`src/rtl/mdbus_front.sv`:
```
// ============================================================================
// Module   : mdbus_front
// Purpose  : Mega Drive cartridge-bus front end. Synchronises and filters the
//            raw strobes, then issues single-cycle read/write requests.
// Option   : define MDBUS_STAT_EN to add saturating request counters.
// Revision : 1.0  initial release
// ============================================================================
`default_nettype none

module mdbus_front #(
  parameter int AW     = 23,
  parameter int FILT   = 2,
  parameter int WMERGE = 3
) (
  input  logic          clk,
  input  logic          rst,
  input  logic [AW-1:0] bus_addr,
  input  logic [15:0]   bus_data,
  input  logic          ce_lo_n,
  input  logic          ce_hi_n,
  input  logic          oe_n,
  input  logic          as_n,
  input  logic          we_lo_n,
  input  logic          we_hi_n,
  output logic          rd_req,
  output logic [AW-1:0] rd_addr,
  output logic          rd_hi,
  output logic          wr_req,
  output logic [AW-1:0] wr_addr,
  output logic [15:0]   wr_data,
  output logic [1:0]    wr_be,
  output logic          bus_busy,
  output logic          bus_err
`ifdef MDBUS_STAT_EN
  ,
  output logic [15:0]   stat_rd,
  output logic [15:0]   stat_wr
`endif
);

  localparam int NS = 6;

  typedef enum logic [1:0] {
    IDLE     = 2'd0,
    RD_ACT   = 2'd1,
    WR_MERGE = 2'd2,
    WR_ACT   = 2'd3
  } state_t;

  logic [NS-1:0] strb_raw;
  logic [NS-1:0] strb_s1_q, strb_s2_q;
  logic [NS-1:0] strb_f;
  logic [AW-1:0] addr_s1_q, addr_s2_q;
  logic [15:0]   data_s1_q, data_s2_q;

  assign strb_raw = {we_hi_n, we_lo_n, as_n, oe_n, ce_hi_n, ce_lo_n};

  always_ff @(posedge clk or posedge rst) begin
    if (rst) begin
      strb_s1_q <= '1;
      strb_s2_q <= '1;
      addr_s1_q <= '0;
      addr_s2_q <= '0;
      data_s1_q <= '0;
      data_s2_q <= '0;
    end else begin
      strb_s1_q <= strb_raw;
      strb_s2_q <= strb_s1_q;
      addr_s1_q <= bus_addr;
      addr_s2_q <= addr_s1_q;
      data_s1_q <= bus_data;
      data_s2_q <= data_s1_q;
    end
  end

  // The current synchronised sample counts toward FILT, so FILT=1 is a pure
  // pass-through and a one-cycle glitch never reaches the FSM when FILT>=2.
  for (genvar gi = 0; gi < NS; gi++) begin : g_filt
    logic [2:0] cnt_q;
    logic       flt_q;
    logic       diff;
    logic       done;

    assign diff       = strb_s2_q[gi] != flt_q;
    assign done       = diff && (cnt_q == 3'(FILT - 1));
    assign strb_f[gi] = done ? strb_s2_q[gi] : flt_q;

    always_ff @(posedge clk or posedge rst) begin
      if (rst) begin
        cnt_q <= '0;
        flt_q <= 1'b1;
      end else if (!diff) begin
        cnt_q <= '0;
      end else if (done) begin
        cnt_q <= '0;
        flt_q <= strb_s2_q[gi];
      end else begin
        cnt_q <= cnt_q + 3'd1;
      end
    end
  end

  logic ce_lo, ce_hi, oe, as_a, we_lo, we_hi;
  logic cs, rdc, wrc;

  assign ce_lo = ~strb_f[0];
  assign ce_hi = ~strb_f[1];
  assign oe    = ~strb_f[2];
  assign as_a  = ~strb_f[3];
  assign we_lo = ~strb_f[4];
  assign we_hi = ~strb_f[5];
  assign cs    = ce_lo | ce_hi;
  assign rdc   = cs & oe;
  assign wrc   = as_a & (we_lo | we_hi);

  state_t        state_q, state_d;
  logic          rd_req_q, rd_req_d;
  logic [AW-1:0] rd_addr_q, rd_addr_d;
  logic          rd_hi_q, rd_hi_d;
  logic          wr_req_q, wr_req_d;
  logic [AW-1:0] wr_addr_q, wr_addr_d;
  logic [15:0]   wr_data_q, wr_data_d;
  logic [1:0]    wr_be_q, wr_be_d;
  logic [3:0]    mcnt_q, mcnt_d;
  logic          err_q, err_d;

  always_comb begin
    state_d   = state_q;
    rd_req_d  = 1'b0;
    rd_addr_d = rd_addr_q;
    rd_hi_d   = rd_hi_q;
    wr_req_d  = 1'b0;
    wr_addr_d = wr_addr_q;
    wr_data_d = wr_data_q;
    wr_be_d   = wr_be_q;
    mcnt_d    = mcnt_q;
    err_d     = err_q;
    case (state_q)
      IDLE: begin
        if (wrc) begin
          wr_addr_d = addr_s2_q;
          wr_data_d = data_s2_q;
          wr_be_d   = {we_hi, we_lo};
          mcnt_d    = 4'(WMERGE);
          state_d   = WR_MERGE;
          if (rdc) err_d = 1'b1;
        end else if (rdc) begin
          rd_req_d  = 1'b1;
          rd_addr_d = addr_s2_q;
          rd_hi_d   = ce_hi & ~ce_lo;
          state_d   = RD_ACT;
        end
      end
      RD_ACT: begin
        if (wrc) err_d = 1'b1;
        if (!oe || !cs) state_d = IDLE;
      end
      WR_MERGE: begin
        wr_be_d   = wr_be_q | {we_hi, we_lo};
        wr_data_d = data_s2_q;
        mcnt_d    = mcnt_q - 4'd1;
        // An early release wins over the merge timeout landing in the same cycle.
        if (!we_hi && !we_lo) begin
          wr_req_d = 1'b1;
          state_d  = IDLE;
        end else if (mcnt_q == 4'd1) begin
          wr_req_d = 1'b1;
          state_d  = WR_ACT;
        end
      end
      WR_ACT: begin
        if (!we_hi && !we_lo) state_d = IDLE;
      end
      default: state_d = IDLE;
    endcase
  end

  always_ff @(posedge clk or posedge rst) begin
    if (rst) begin
      state_q   <= IDLE;
      rd_req_q  <= 1'b0;
      rd_addr_q <= '0;
      rd_hi_q   <= 1'b0;
      wr_req_q  <= 1'b0;
      wr_addr_q <= '0;
      wr_data_q <= '0;
      wr_be_q   <= '0;
      mcnt_q    <= '0;
      err_q     <= 1'b0;
    end else begin
      state_q   <= state_d;
      rd_req_q  <= rd_req_d;
      rd_addr_q <= rd_addr_d;
      rd_hi_q   <= rd_hi_d;
      wr_req_q  <= wr_req_d;
      wr_addr_q <= wr_addr_d;
      wr_data_q <= wr_data_d;
      wr_be_q   <= wr_be_d;
      mcnt_q    <= mcnt_d;
      err_q     <= err_d;
    end
  end

  assign rd_req   = rd_req_q;
  assign rd_addr  = rd_addr_q;
  assign rd_hi    = rd_hi_q;
  assign wr_req   = wr_req_q;
  assign wr_addr  = wr_addr_q;
  assign wr_data  = wr_data_q;
  assign wr_be    = wr_be_q;
  assign bus_busy = state_q != IDLE;
  assign bus_err  = err_q;

`ifdef MDBUS_STAT_EN
  logic [15:0] stat_rd_q, stat_wr_q;

  always_ff @(posedge clk or posedge rst) begin
    if (rst) begin
      stat_rd_q <= '0;
      stat_wr_q <= '0;
    end else begin
      if (rd_req_d && stat_rd_q != 16'hFFFF) stat_rd_q <= stat_rd_q + 16'd1;
      if (wr_req_d && stat_wr_q != 16'hFFFF) stat_wr_q <= stat_wr_q + 16'd1;
    end
  end

  assign stat_rd = stat_rd_q;
  assign stat_wr = stat_wr_q;
`endif

endmodule

`default_nettype wire

```
`config.mk`:
```
export PLATFORM = sky130hd
export DESIGN_NAME = mdbus_front
export DESIGN_NICKNAME = d
export VERILOG_FILES = /design/src/rtl/mdbus_front.sv
export SDC_FILE = /design/constraint.sdc
export NUM_CORES = 1
export LEC_CHECK = 0
export BUFFER_PORTS_ARGS = -buffer_cell sky130_fd_sc_hd__buf_4
export CELL_PAD_IN_SITES_DETAIL_PLACEMENT = 1
export CELL_PAD_IN_SITES_GLOBAL_PLACEMENT = 2
export CORE_MARGIN = 2
export CORE_UTILIZATION = 25
export DETAILED_ROUTE_END_ITERATION = 8
export PLACE_DENSITY = 0.57
export SETUP_SLACK_MARGIN = 0.15
export SYNTH_ARGS = -nofsm -noshare
export SYNTH_HDL_FRONTEND = slang
export SYNTH_SLANG_ARGS = --single-unit
export TNS_END_PERCENT = 5
```
`constraint.sdc`:
```
create_clock -name clk -period 18.5 [get_ports clk]
set_input_delay 3.7 -clock clk [delete_from_list [all_inputs] [get_ports clk]]
set_output_delay 3.7 -clock clk [all_outputs]
set_load 0.01 [all_outputs]
```
**After elaboration in Yosys (flattened, before gate mapping)**

Cells that the tools add are included.

- Flip-flop bits (word level): 188
- Word-level logic and storage cells: 130

- Bitwise gates (word level): 13
- $add $sub $neg: 7
- Eq/ne operators: 23
- Reduce and logical (&&, ||, !) cells: 18
- Mux-type cells: 41

Operators with widths:

| cell | count |
|---|---|
| $mux 3 | 12 |
| $pmux 16 s2 | 1 |
| $add 3x1->3 const B | 6 |
| $eq 3x1->1 const B | 6 |
| $mux 16 | 1 |
| $mux 1 | 15 |
| $mux 2 | 7 |
| $ne 2x2->1 const B | 5 |
| $pmux 2 s4 | 1 |
| $pmux 4 s2 | 1 |
| $reduce_and 4->1 | 2 |
| $logic_and 1x1->1 | 7 |
| $not 1->1 | 7 |
| $ne 1x1->1 | 6 |
| $ne 3x3->1 const B | 2 |
| $reduce_bool 2->1 | 3 |
| $eq 2x2->1 const B | 2 |
| $eq 4x1->1 const B | 1 |
| $mux 4 | 1 |
| $pmux 2 s2 | 1 |
| $reduce_and 2->1 | 2 |
| $sub 4x1->4 const B | 1 |
| $and 1x1->1 | 3 |
| $reduce_and 3->1 | 1 |
| other kinds (7) | 8 |

**Logic depth before layout (Yosys ltp)**

- Depth in word-level cells: 9
- Mapped depth: 9

**Worst setup path before layout**

Ideal clock, no wire load.

- Path type: reg2out
- From: reg state_q[1]
- To: out bus_busy
- Buffers on the path: 1
- Arrival time: 848 ps
- Stages on the path, launching flop included: 4
- Path slack: 13952 ps
- Cells stage by stage: dfrtp_1 -> clkbuf_1 -> nor2_1 -> inv_1

- Word-level cells in the longest chain between the ends: 1

RTL lines:

| what | RTL line | text |
|---|---|---|
| from (decl) | 116 | `state_t state_q, state_d;` |
| from (signal assigned) | 191 | `state_q <= state_d;` |
| $reduce_bool 2->1 | 211 | `assign bus_busy = state_q != IDLE;` |
| to (decl) | 32 | `output logic bus_busy,` |

No other way between the ends.

**Final worst setup path**

Same ends and word-level chain as after synthesis.

==> results.md <==
* Post-DRT Antenna Nets at 0
* Crit path kind: flip-flop to output port
* CP Launch Type: flip-flop
* CTS tree: built
* Max Clock Freq at 192 MHz
* Reg2reg setup slack at 15.75 ns
* CP required at 14.80 ns
* EDFF count, synth at 0
* Actual slew at the worst max-slew pin at 0.965 ns
* Syn Inst Count at 380
* Worst IR drop on VDD at 0.0601 mV
* Post-place instance area at 7660 sq um
* Final Hold Viols at 0
* CP arrival at 1.51 ns
* Vias per cell at 3.94
* Critical R2R Launch: g_filt[4].cnt_q[0]$_DFF_PP0_
* IO buf count at 115
* CP endpoint kind: output port
* P&R area growth vs syn at 28.3%
* Hold Crit Depth at 0
* Clk_lat worst skew at 0.42 ns
* Final WL at 12.7 mm
* Post-synthesis register bit count at 188
* CP startpoint: state_q[1]$_DFFE_PP0P_
* Root Driver: clkbuf_16
* Fin crit period at 5.21 ns
* Drc violations at 0
* Slew Limit Fails at 0
* Cell row count at 58
* Layout cells sized above 1 at 46.9%
* FFs w/ async S/R, synth at 100%
* Design area at 8250 sq um
* Drt first pass iters at 4
* Hold_sp: data_s1_q[6]$_DFF_PP0_
* First-pass GRT wire length at 20.9 mm
* Core Region at 25300 sq um
* Syn_nets at 441
* TritonCTS Buffers at 17
* Max-slew headroom at the worst pin at 35.7%
* Post-synthesis compound-gate area fraction at 2.39%
* Mean area per synthesized cell at 16.9 sq um
* Die Y at 164 microns
* Post-CTS sizing at 0
* Period Utilization, post-route at 28.2%
* Mapped Area at 6430 sq um
* Hold-fix buffer count after cts at 0
* Yosys warns at 0
* Mux cell area share after synthesis at 14.4%
* Max-Cap Viols at 0
* Final setup violating endpoints at 0
* Most frequent cells in the layout: dfrtp_1 (170), buf_4 (117), mux2_2 (51)
* Post-CTS Setup Inserts at 0
* Grt ovf at 0
* DR vias at 3355
* Synth cell types at 36
* Xor-xnor portion of the synthesized cell area at 0.817%
* GPL Wtd Cong at 0.693
* WL/cell at 14.9 microns
* Clock Skew at 0.0116 ns
* Min-Delay Endpoint: data_s2_q[6]$_DFF_PP0_
* Pwr per Cell Area at 172 nW/um^2
* Leakage power at 3.82 nW
* Antenna violations before repair at 0
* Clock Sink Count at 188
* Post-synth top flop: dfrtp_1
* Initial DRC Count at 156
* Boundary pin count at 116
* Maximum root-to-sink buffer count at 2
* Critical Path Fanout Max at 10
* Adder-cell share of the synthesized area at 2.72%
* Reg2Reg Depth at 6
* Vias in the first global route at 3842
* Hold crit path type: flip-flop to flip-flop
* Nets at 570
* Die Area at 27000 sq um
* Htree depth at 4
* DP HPWL at 8.47 mm
* Outcome: finished clean
* Die X at 164 microns
* Commonest non-fill, non-tap cell in the layout: dfrtp_1
* Clock transition at the registers of the reported paths at 0.07 ns
* Unrepaired setup endpoints after global routing: false
* Reg-to-reg endpoint: rd_addr[22]$_DFFE_PP0P_
* Diodes inserted at 0
* Post-synthesis simple-gate area fraction at 3.93%
* Largest family of logic cells by synthesized area: multiplexers
* Initial Util at 25.5%
* Setup TNS at 0 ns
* Post-synthesis sequential area ratio at 73.5%
* Largest net degree at the start of global routing at 133
* Total GRT Usage at 10.1%
==> cell usage after synthesis, types with 3 or more instances <==
| cell | instances | share of area [%] |
|---|---|---|
| mux2_2 | 51 | 8.9 |
| nor2_1 | 26 | 1.5 |
| xor2_1 | 6 | 0.82 |
| and2_1 | 6 | 0.58 |
| o21ai_0 | 3 | 0.23 |
| dfrtp_1 | 170 | 66 |
| mux2_4 | 18 | 4.2 |
| nand2b_1 | 6 | 0.58 |
| ha_1 | 14 | 2.7 |
| mux2i_1 | 3 | 0.47 |
| dfstp_2 | 18 | 7.3 |
| nand2_1 | 8 | 0.47 |
| nand3_1 | 4 | 0.31 |
| inv_1 | 18 | 1.0 |
==> flip-flops by register name, summed over array words and instances (netlist names), 16 cells and up <==
signal,flops
data_s2_q,16
wr_data,16
g_filt.cnt_q,18
data_s1_q,16
addr_s1_q,23
wr_addr,23
addr_s2_q,23
rd_addr,23
==> report_power, final <==
group | internal (mW) | switching [mW] | total (mW)
clock network | 0.195 | 0.166 | 0.361
registers | 0.529 | 0.0719 | 0.601
logic | 0.245 | 0.208 | 0.453
total | 0.969 | 0.446 | 1.42
==> logic make-up after synthesis <==
group | Yosys count
AO/OA/AOI/OAI | 18
XOR/XNOR | 6
adder cells (fa/ha/maj) | 14
buffers and inverters | 25
flip-flops | 188
multiplexers | 75
AND/OR/NAND/NOR | 54
==> through the flow <==
stage	std cells	hold slack [ns]	util [%]	power (mW)	setup slack (ns)
floorplan	380	0.331	-	0.877	9.72
global placement	820	0.332	30.3	1.06	13.23
detailed placement	820	0.336	30.3	1.08	13.17
CTS	852	0.351	32.7	1.45	13.23
global route	852	0.356	32.7	1.51	13.18
finish	852	0.350	32.7	1.42	13.29
==> worst max-delay path by stage <==
stage / endpoint / slack [ns] / cells past startpoint
final: bus_busy / 13.29 / 3
after CTS: bus_busy / 13.23 / 3
after global placement: rd_addr[3]$_DFFE_PP0P_ / 13.23 / 3
after floorplan: addr_s1_q[0]$_DFF_PP0_ / 9.72 / 1
after detailed placement: addr_s2_q[3]$_DFF_PP0_ / 13.17 / 3
after global routing: bus_busy / 13.18 / 3
==> worst max-delay path: stages, from the launching register on <==
cell and delay, ns:
dfrtp_1 0.49, nor2_1 0.36, inv_1 0.09, buf_4 0.16
==> layer usage <==
| layer | up-vias | share of wire [%] | track usage (%) |
|---|---|---|---|
| li1 | 1521 | - | - |
| met1 | 1755 | 43 | 12.3 |
| met2 | 69 | 49 | 16.4 |
| met3 | 10 | 6.1 | 4.07 |
| met4 | 0 | 1.2 | 3.32 |
| met5 | - | 0 | 0 |
==> layout make-up <==
type / count / area [sq um]
Multi-Input combinational cell: 167 / 1570
Sequential cell: 188 / 4730
Fill cell: 2688 / 17000
Timing Repair Buffer: 117 / 878
Clock buffer: 18 / 439
Tap cell: 330 / 413
Inverter: 18 / 75.1
Clock inverter: 14 / 151
Note: power is estimated with default switching activity, not from simulation.
